**src/rtl/wb_tag_pipeline_pkg.sv**
```systemverilog
// Shared types for the writeback tag pipeline: register index width, per-stage tag record
// and the bubble constant loaded on stall or flush.
package wb_tag_pipeline_pkg;

    localparam int unsigned REG_AW = 5;

    typedef struct packed {
        logic [REG_AW-1:0] rs1;
        logic [REG_AW-1:0] rs2;
        logic [REG_AW-1:0] rd;
        logic              regwrite;
        logic              memread;
        logic              valid;
    } stage_tag_t;

    localparam stage_tag_t BUBBLE_TAG = '{
        rs1:      '0,
        rs2:      '0,
        rd:       '0,
        regwrite: 1'b0,
        memread:  1'b0,
        valid:    1'b0
    };

endpackage

```
**src/rtl/wb_tag_pipeline_hazard_detect.sv**
```systemverilog
// Load-use hazard compare between the load in EX and the operands of the instruction in ID.
// A taken branch/jump in EX suppresses the stall so the redirect can load.
module wb_tag_pipeline_hazard_detect
    import wb_tag_pipeline_pkg::*;
#(
    parameter int unsigned RegAw = REG_AW
) (
    input  logic             ex_memread_i,
    input  logic [RegAw-1:0] ex_rd_i,
    input  logic [RegAw-1:0] id_rs1_i,
    input  logic [RegAw-1:0] id_rs2_i,
    input  logic             id_use_rs1_i,
    input  logic             id_use_rs2_i,
    input  logic             flush_i,
    output logic             stall_o
);

    logic rs1_hit;
    logic rs2_hit;

    assign rs1_hit = id_use_rs1_i && (id_rs1_i == ex_rd_i);
    assign rs2_hit = id_use_rs2_i && (id_rs2_i == ex_rd_i);

    // x0 loads produce no value worth waiting for.
    assign stall_o = ex_memread_i && (ex_rd_i != '0) && (rs1_hit || rs2_hit) && !flush_i;

endmodule

```
**src/rtl/wb_tag_pipeline.sv**
```systemverilog
// Destination-tag pipeline ID->EX->MEM->WB feeding the forwarding unit, plus load-use stall
// control for IF/ID. Optional statistics counters are enabled with WB_TAG_STATS_EN.
module wb_tag_pipeline #(
    parameter int unsigned REG_AW      = 5,
    parameter int unsigned STALL_CNT_W = 16
) (
    input  logic              clk_i,
    input  logic              rst_i,
    input  logic [REG_AW-1:0] ID_RS1,
    input  logic [REG_AW-1:0] ID_RS2,
    input  logic [REG_AW-1:0] ID_RD,
    input  logic              ID_UseRS1,
    input  logic              ID_UseRS2,
    input  logic              ID_RegWrite,
    input  logic              ID_MemRead,
    input  logic              Flush_i,
    output logic [REG_AW-1:0] IDEXE_RS1,
    output logic [REG_AW-1:0] IDEXE_RS2,
    output logic              IDEXE_MemRead,
    output logic [REG_AW-1:0] EXEMEM_RD,
    output logic              EXEMEM_RegWrite,
    output logic [REG_AW-1:0] MEMWB_RD,
    output logic              MEMWB_RegWrite,
    output logic              Stall_o,
    output logic              PCWrite_o,
    output logic              IFIDWrite_o
`ifdef WB_TAG_STATS_EN
    ,
    output logic [STALL_CNT_W-1:0] StallCnt_o,
    output logic [STALL_CNT_W-1:0] FlushCnt_o,
    output logic [STALL_CNT_W-1:0] RetireCnt_o
`endif
);

    import wb_tag_pipeline_pkg::stage_tag_t;
    import wb_tag_pipeline_pkg::BUBBLE_TAG;

    stage_tag_t        ex_q, ex_d;
    logic [REG_AW-1:0] mem_rd_q;
    logic              mem_regwrite_q;
    logic [REG_AW-1:0] wb_rd_q;
    logic              wb_regwrite_q;
    logic              stall;

    wb_tag_pipeline_hazard_detect #(
        .RegAw (REG_AW)
    ) u_hazard_detect (
        .ex_memread_i (ex_q.memread),
        .ex_rd_i      (ex_q.rd),
        .id_rs1_i     (ID_RS1),
        .id_rs2_i     (ID_RS2),
        .id_use_rs1_i (ID_UseRS1),
        .id_use_rs2_i (ID_UseRS2),
        .flush_i      (Flush_i),
        .stall_o      (stall)
    );

    // Unused operands are zeroed so a stale index never matches a producer downstream.
    always_comb begin
        ex_d = BUBBLE_TAG;
        if (!(stall || Flush_i)) begin
            ex_d.rs1      = ID_UseRS1 ? ID_RS1 : '0;
            ex_d.rs2      = ID_UseRS2 ? ID_RS2 : '0;
            ex_d.rd       = ID_RD;
            ex_d.regwrite = ID_RegWrite;
            ex_d.memread  = ID_MemRead;
`ifdef WB_TAG_STATS_EN
            ex_d.valid    = 1'b1;
`endif
        end
    end

    always_ff @(posedge clk_i or negedge rst_i) begin
        if (!rst_i) begin
            ex_q           <= BUBBLE_TAG;
            mem_rd_q       <= '0;
            mem_regwrite_q <= 1'b0;
            wb_rd_q        <= '0;
            wb_regwrite_q  <= 1'b0;
        end else begin
            ex_q           <= ex_d;
            mem_rd_q       <= ex_q.rd;
            mem_regwrite_q <= ex_q.regwrite;
            wb_rd_q        <= mem_rd_q;
            wb_regwrite_q  <= mem_regwrite_q;
        end
    end

    assign IDEXE_RS1       = ex_q.rs1;
    assign IDEXE_RS2       = ex_q.rs2;
    assign IDEXE_MemRead   = ex_q.memread;
    assign EXEMEM_RD       = mem_rd_q;
    assign EXEMEM_RegWrite = mem_regwrite_q;
    assign MEMWB_RD        = wb_rd_q;
    assign MEMWB_RegWrite  = wb_regwrite_q;
    assign Stall_o         = stall;
    assign PCWrite_o       = !stall;
    assign IFIDWrite_o     = !stall;

`ifdef WB_TAG_STATS_EN
    localparam logic [STALL_CNT_W-1:0] CntMax = '1;
    localparam logic [STALL_CNT_W-1:0] CntOne = {{(STALL_CNT_W-1){1'b0}}, 1'b1};

    logic                   mem_valid_q;
    logic                   wb_valid_q;
    logic [STALL_CNT_W-1:0] stall_cnt_q, stall_cnt_d;
    logic [STALL_CNT_W-1:0] flush_cnt_q, flush_cnt_d;
    logic [STALL_CNT_W-1:0] retire_cnt_q, retire_cnt_d;

    // Saturating counters: hold at all-ones instead of wrapping.
    always_comb begin
        stall_cnt_d  = stall_cnt_q;
        flush_cnt_d  = flush_cnt_q;
        retire_cnt_d = retire_cnt_q;
        if (stall && (stall_cnt_q != CntMax)) begin
            stall_cnt_d = stall_cnt_q + CntOne;
        end
        if (Flush_i && (flush_cnt_q != CntMax)) begin
            flush_cnt_d = flush_cnt_q + CntOne;
        end
        if (wb_valid_q && (retire_cnt_q != CntMax)) begin
            retire_cnt_d = retire_cnt_q + CntOne;
        end
    end

    always_ff @(posedge clk_i or negedge rst_i) begin
        if (!rst_i) begin
            mem_valid_q  <= 1'b0;
            wb_valid_q   <= 1'b0;
            stall_cnt_q  <= '0;
            flush_cnt_q  <= '0;
            retire_cnt_q <= '0;
        end else begin
            mem_valid_q  <= ex_q.valid;
            wb_valid_q   <= mem_valid_q;
            stall_cnt_q  <= stall_cnt_d;
            flush_cnt_q  <= flush_cnt_d;
            retire_cnt_q <= retire_cnt_d;
        end
    end

    assign StallCnt_o  = stall_cnt_q;
    assign FlushCnt_o  = flush_cnt_q;
    assign RetireCnt_o = retire_cnt_q;
`else
    // Valid bit is tied low and the counter width is meaningless without statistics.
    logic unused_ok;
    assign unused_ok = ex_q.valid ^ (STALL_CNT_W == 0);
`endif

endmodule

```
**config.mk**
```make
export PLATFORM = sky130hd
export DESIGN_NAME = wb_tag_pipeline
export DESIGN_NICKNAME = d
export VERILOG_FILES = /design/src/rtl/wb_tag_pipeline_pkg.sv /design/src/rtl/wb_tag_pipeline_hazard_detect.sv /design/src/rtl/wb_tag_pipeline.sv
export SDC_FILE = /design/constraint.sdc
export NUM_CORES = 1
export LEC_CHECK = 0
export BUFFER_PORTS_ARGS = -buffer_cell sky130_fd_sc_hd__buf_2
export CAP_MARGIN = 30
export CORE_ASPECT_RATIO = 1.2
export CORE_UTILIZATION = 30
export DETAILED_ROUTE_END_ITERATION = 8
export MAX_ROUTING_LAYER = met4
export PLACE_DENSITY_LB_ADDON = 0.15
export SYNTH_ARGS = -nofsm -noshare
export SYNTH_HDL_FRONTEND = slang
export SYNTH_SLANG_ARGS = --single-unit
```
**constraint.sdc**
```tcl
create_clock -name clk_i -period 2.6 [get_ports clk_i]
set_input_delay 0.52 -clock clk_i [delete_from_list [all_inputs] [get_ports clk_i]]
set_output_delay 0.52 -clock clk_i [all_outputs]
set_load 0.03 [all_outputs]
```
======== Yosys cells after proc, flatten, opt, wreduce, memory -nomap -nowiden ========
Cells that the tools add are included.
storage, ports and cells
  flip-flop bits (word level) ............. 29
  bits of input ports ..................... 22
operators by class
  equality and inequality tests ........... 2
  reduce and logical (&&, ||, !) cells .... 10
  muxes and demuxes ....................... 3
operator list
  cell                 number
  $mux W17             1
  $eq A5 B5 Y1         2
  $mux W5              2
  $logic_and A1 B1 Y1  5
  $reduce_bool A5 Y1   1
  $logic_not A1 Y1     2
  $logic_or A1 B1 Y1   2

======== Longest topological paths before layout ========
  word-level depth ........................ 7
  mapped depth ............................ 6
  gate-level depth less buffers ........... 4

======== By module ========
From an unflattened synthesis, not the netlist that was laid out.
second synthesis, totals
  cells, all modules ...................... 78
  area total of the unflattened synthesis .. 1148.6 µm²
modules (own cells, without submodules)
  module                         times used  area an instance (µm²)  cells each  sequential area each (µm²)
  wb_tag_pipeline                1           1008.5                  60          725.7
  wb_tag_pipeline_hazard_detect  1           140.1                   18          0.0

======== Worst setup path after synthesis ========
No wires, ideal clock.
  kind .................................... input to output
  start point ............................. input port ID_RS2[0]
  end point ............................... output port PCWrite_o
  data required time ...................... 2.080 ns
  path buffers ............................ 2
  cell stages on the path ................. 6
  arrival ................................. 1.908 ns
  path slack .............................. 0.172 ns
  cell sequence ........................... xnor2_1 nand4_1 o22ai_2 buf_4 nand3b_1 buf_4
on the way
  cells in the longest elaborated chain, start to end .. 6
ends and longest elaborated chain
  item                               RTL line                             source
  start, declared                    wb_tag_pipeline.sv:10                input logic [REG_AW-1:0] ID_RS2,
  $eq A5 B5 Y1                       wb_tag_pipeline_hazard_detect.sv:22  assign rs2_hit = id_use_rs2_i && (id_rs2_i == ex_rd_i);
  $logic_and A1 B1 Y1                wb_tag_pipeline_hazard_detect.sv:22
  $logic_or A1 B1 Y1                 wb_tag_pipeline_hazard_detect.sv:25  assign stall_o = ex_memread_i && (ex_rd_i != '0) && (rs1_hit || rs2_hit) && !flush_i;
  $logic_and A1 B1 Y1 (2 in series)  wb_tag_pipeline_hazard_detect.sv:25
  $logic_not A1 Y1                   --
  end, declared                      wb_tag_pipeline.sv:25                output logic PCWrite_o,
Every way passes these cells.

======== Worst setup path in the final report ========
  start point ............................. register ex_q[7] (netlist bit)
  end point ............................... output port Stall_o
on the way
  cells in the longest elaborated chain, start to end .. 5
ends and longest elaborated chain
  item                                           RTL line                                                                  source
  start, declared                                wb_tag_pipeline.sv:38                                                     stage_tag_t ex_q, ex_d;
  start signal, assigned                         wb_tag_pipeline.sv:75                                                     ex_q <= BUBBLE_TAG;
  start signal, assigned                         wb_tag_pipeline.sv:81                                                     ex_q <= ex_d;
  $eq A5 B5 Y1, on equally long branches         wb_tag_pipeline_hazard_detect.sv:21, wb_tag_pipeline_hazard_detect.sv:22
  $logic_and A1 B1 Y1, on equally long branches  wb_tag_pipeline_hazard_detect.sv:21, wb_tag_pipeline_hazard_detect.sv:22
  $logic_or A1 B1 Y1                             wb_tag_pipeline_hazard_detect.sv:25
  $logic_and A1 B1 Y1 * (2 in series)            wb_tag_pipeline_hazard_detect.sv:25
  end, declared                                  wb_tag_pipeline.sv:24                                                     output logic Stall_o,
Every way passes the cells marked *; elsewhere a longest branch is shown, timed or not.

==> metrics.md <==
| Metric | Value |
|---|---|
| CORE AREA | roughly 3800 um2 |
| Violation count after the first detailed-routing iteration | 12 |
| Worst path required time | 2.08 ns |
| Synthesized area per cell | 12.3 um2 |
| Area of the mapped netlist | 1210 um2 |
| Slew @ Worst Pin | 0.608 ns |
| Standard cell area after detailed placement | 1410 um2 |
| Largest fanout on the critical path | 9 |
| Synthesized netlist cell count | 99 |
| Antenna diode instance count | 0 |
| Unrepaired setup endpoints after global routing | no |
| Post-synthesis sequential element count | 29 |
| Clock root buffer master | clkbuf_8 |
| Port Buf Inserts | 47 |
| Minimum clock period | 2.41 ns |
| Worst min path class | input port to async pin |
| Total Routed Length | 2290 um |
| Detailed-route wire length per cell | 11.9 um |
| Total of warnings raised by yosys | 0 |
| Number of buffers inserted for hold repair after clock tree synthesis | 0 |
| Synth Net Count | 121 |
| Via density per instance | 4.19 |
| Post-synthesis sequential area ratio | between 50% and 60% |
| Number of H-tree levels | 2 |
| Max-slew headroom at the worst pin | about three fifths |
| Fraction of final layout cells with drive strength greater than 1 | between 40 and 50% |
| Final total power | approximately 0.0011 W |
| Setup_tns | 0 ns |
| Netlist cell types | 17 |
| Cts repair resizes | 0 |
| Ratio of final minimum period to clock period | 92.8% |
| Number of CTS-inserted buffers | 5 |
| TritonCTS sink count | 29 |
| Cells taking the most area after synthesis | dfrtp_1, buf_4, xnor2_1 |
| Clock insertion delay at the later pin of the skew report | 0.28 ns |
| Clk pin slew, worst setup/hold paths | 0.06 ns |
| Utilization of the core after routing | 40.6% |
| Peak Freq | 0.414 GHz |
| Antenna violations before repair | 0 |
| Initial standard-cell utilization of the core | around a third |
| Area growth from synthesis to layout | 25.5% |
| Count of antenna-violating nets left after detailed routing | 0 |
| First-pass GRT wire length | 3960 um |
| Global-route usage over all layers | around an eighth |
| Reported leakage power | 0.761 nW |
| Setup violators final | 0 |
| Max-cap violations | 0 |
| PD cells | around 700 nW/um2 |
| Worst setup SP type | register |
| Count of nets after finishing | 162 |
| Die height | about 70 um |
| HPWL reported at the end of detailed placement | roughly 1700 um |
| Worst path arrival time | 1.89 ns |
| Final hold vios | 0 |
| Layout Skew | 0.00579 ns |
| Status | finished, final reports clean |
| Largest net degree at the start of global routing | 30 |
| Final number of max-transition violations | 0 |
| TritonCTS clock tree | done |
| Vias after detailed routing | 809 |
| Full die area | 4310 um2 |
| Critical Path End Type | output port |
| Final weighted congestion in routability-driven placement | 0.830 |
| Biggest area consumer among synthesized cells | dfrtp_1 |
| Worst-case clock buffer depth | 2 |
| Number of iterations in the first detailed-routing pass | 4 |
| Path type of the worst setup path | register to output port |
| Via count of the first global-routing pass | 867 |
| Filler instances | 380 |
| Fraction of post-synthesis cell area in the top cell type by area | 59.7% |
| Peak supply drop | 235 uV |
| Number of top-level pins | 48 |
| Setup slack on the worst flop-to-flop path | 0.87 ns |
| Gr ovfl total | 0 |
| Remaining DRCs | 0 |
| Horizontal extent of the die | 60.1 um |
| FP Rows | 24 |
| Post-CTS setup-driven buffer insertion count | 0 |
| Finished Cell Area | 1530 um2 |
## power breakdown
group          switching, W  internal [W]  total [W]
combinational     0.0000857     0.0000474   0.000133
clock              0.000164      0.000311   0.000475
sequential        0.0000110      0.000473   0.000484
total              0.000261      0.000831    0.00109
## cell type report
cell class | instances | area (um2) | area share (%)
Clock inverter | 2 | 37.5 | 2.46
Clock buffer | 6 | 82.6 | 5.41
Timing Repair Buffer | 49 | 250 | 16.4
Multi-Input combinational cell | 55 | 364 | 23.9
Sequential cell | 29 | 726 | 47.6
Tap cell | 52 | 65.1 | 4.27
## cell families (layout without fill, tap and decap cells)
family	Yosys count	after routing	share of synthesized area [%]
flip-flops	29	29	59.7
buffers and inverters	15	57	10.3
XOR/XNOR	10	10	7.21
AO/OA/AOI/OAI	19	19	11.4
AND/OR/NAND/NOR	26	26	11.3
## through the flow
stage / hold slack (ns) / setup WS [ns] / instances
after floorplan: 0.224 / 0.172 / 99
after global routing: 0.303 / 0.0482 / 193
after CTS: 0.263 / 0.147 / 193
after global placement: 0.335 / 0.399 / 185
after detailed placement: 0.338 / 0.395 / 185
final: 0.249 / 0.186 / 193
## synthesized netlist by cell type (all sizes together)
library cell / number
a21oi: 17
and3b: 1
buf: 14
clkbuf: 1
dfrtp: 29
nand2: 12
nand2b: 7
nand3b: 1
nand4: 2
nor2b: 2
o21a: 1
o22ai: 1
or4: 1
xnor2: 10
## worst max-delay path, stage by stage (launching register included)
cell and delay [ns]:
dfrtp_1 0.43, or4_1 0.54, o21a_1 0.28, and3b_1 0.20, buf_2 0.17
## flip-flops by register name (all words and copies together) (netlist names)
name             count
EXEMEM_RD            5
IDEXE_RS1            5
MEMWB_RegWrite       1
MEMWB_RD             5
IDEXE_RS2            5
ex_q                 6
EXEMEM_RegWrite      1
IDEXE_MemRead        1
## worst paths after layout
check,start,to,depth (start not counted)
worst min register to register,ex_q[2],EXEMEM_RegWrite,0
min in group clk_i,ex_q[2],EXEMEM_RegWrite,0
worst max-delay path,ex_q[7],Stall_o,4
worst min-delay path,rst_i,IDEXE_MemRead,1
max in group asynchronous,rst_i,IDEXE_RS2[2],1
worst max register to register,ex_q[7],IDEXE_RS1[4],4
## cell usage in the layout, fill, tap and decap left out
master	netlist	layout
and3b_1	1	1
nand4_1	2	2
bufinv_16	0	1
nand2_1	12	12
xnor2_1	10	10
nand2b_1	7	7
o21a_1	1	1
dfrtp_1	29	29
o22ai_2	1	1
clkbuf_8	0	6
nand3b_1	1	1
buf_4	12	2
nor2b_1	2	2
a21oi_2	9	9
or4_1	1	1
clkinvlp_4	0	1
buf_2	0	47
a21oi_1	8	8
## routing by layer
layer | global-route usage, % | part of all wire [%]
met1 | 14.9 | 43
met5 | - | 0
met3 | 4.51 | 4.8
met4 | 7.75 | 1.5
met2 | 20.0 | 51
Power figures use the tool's default switching activity.
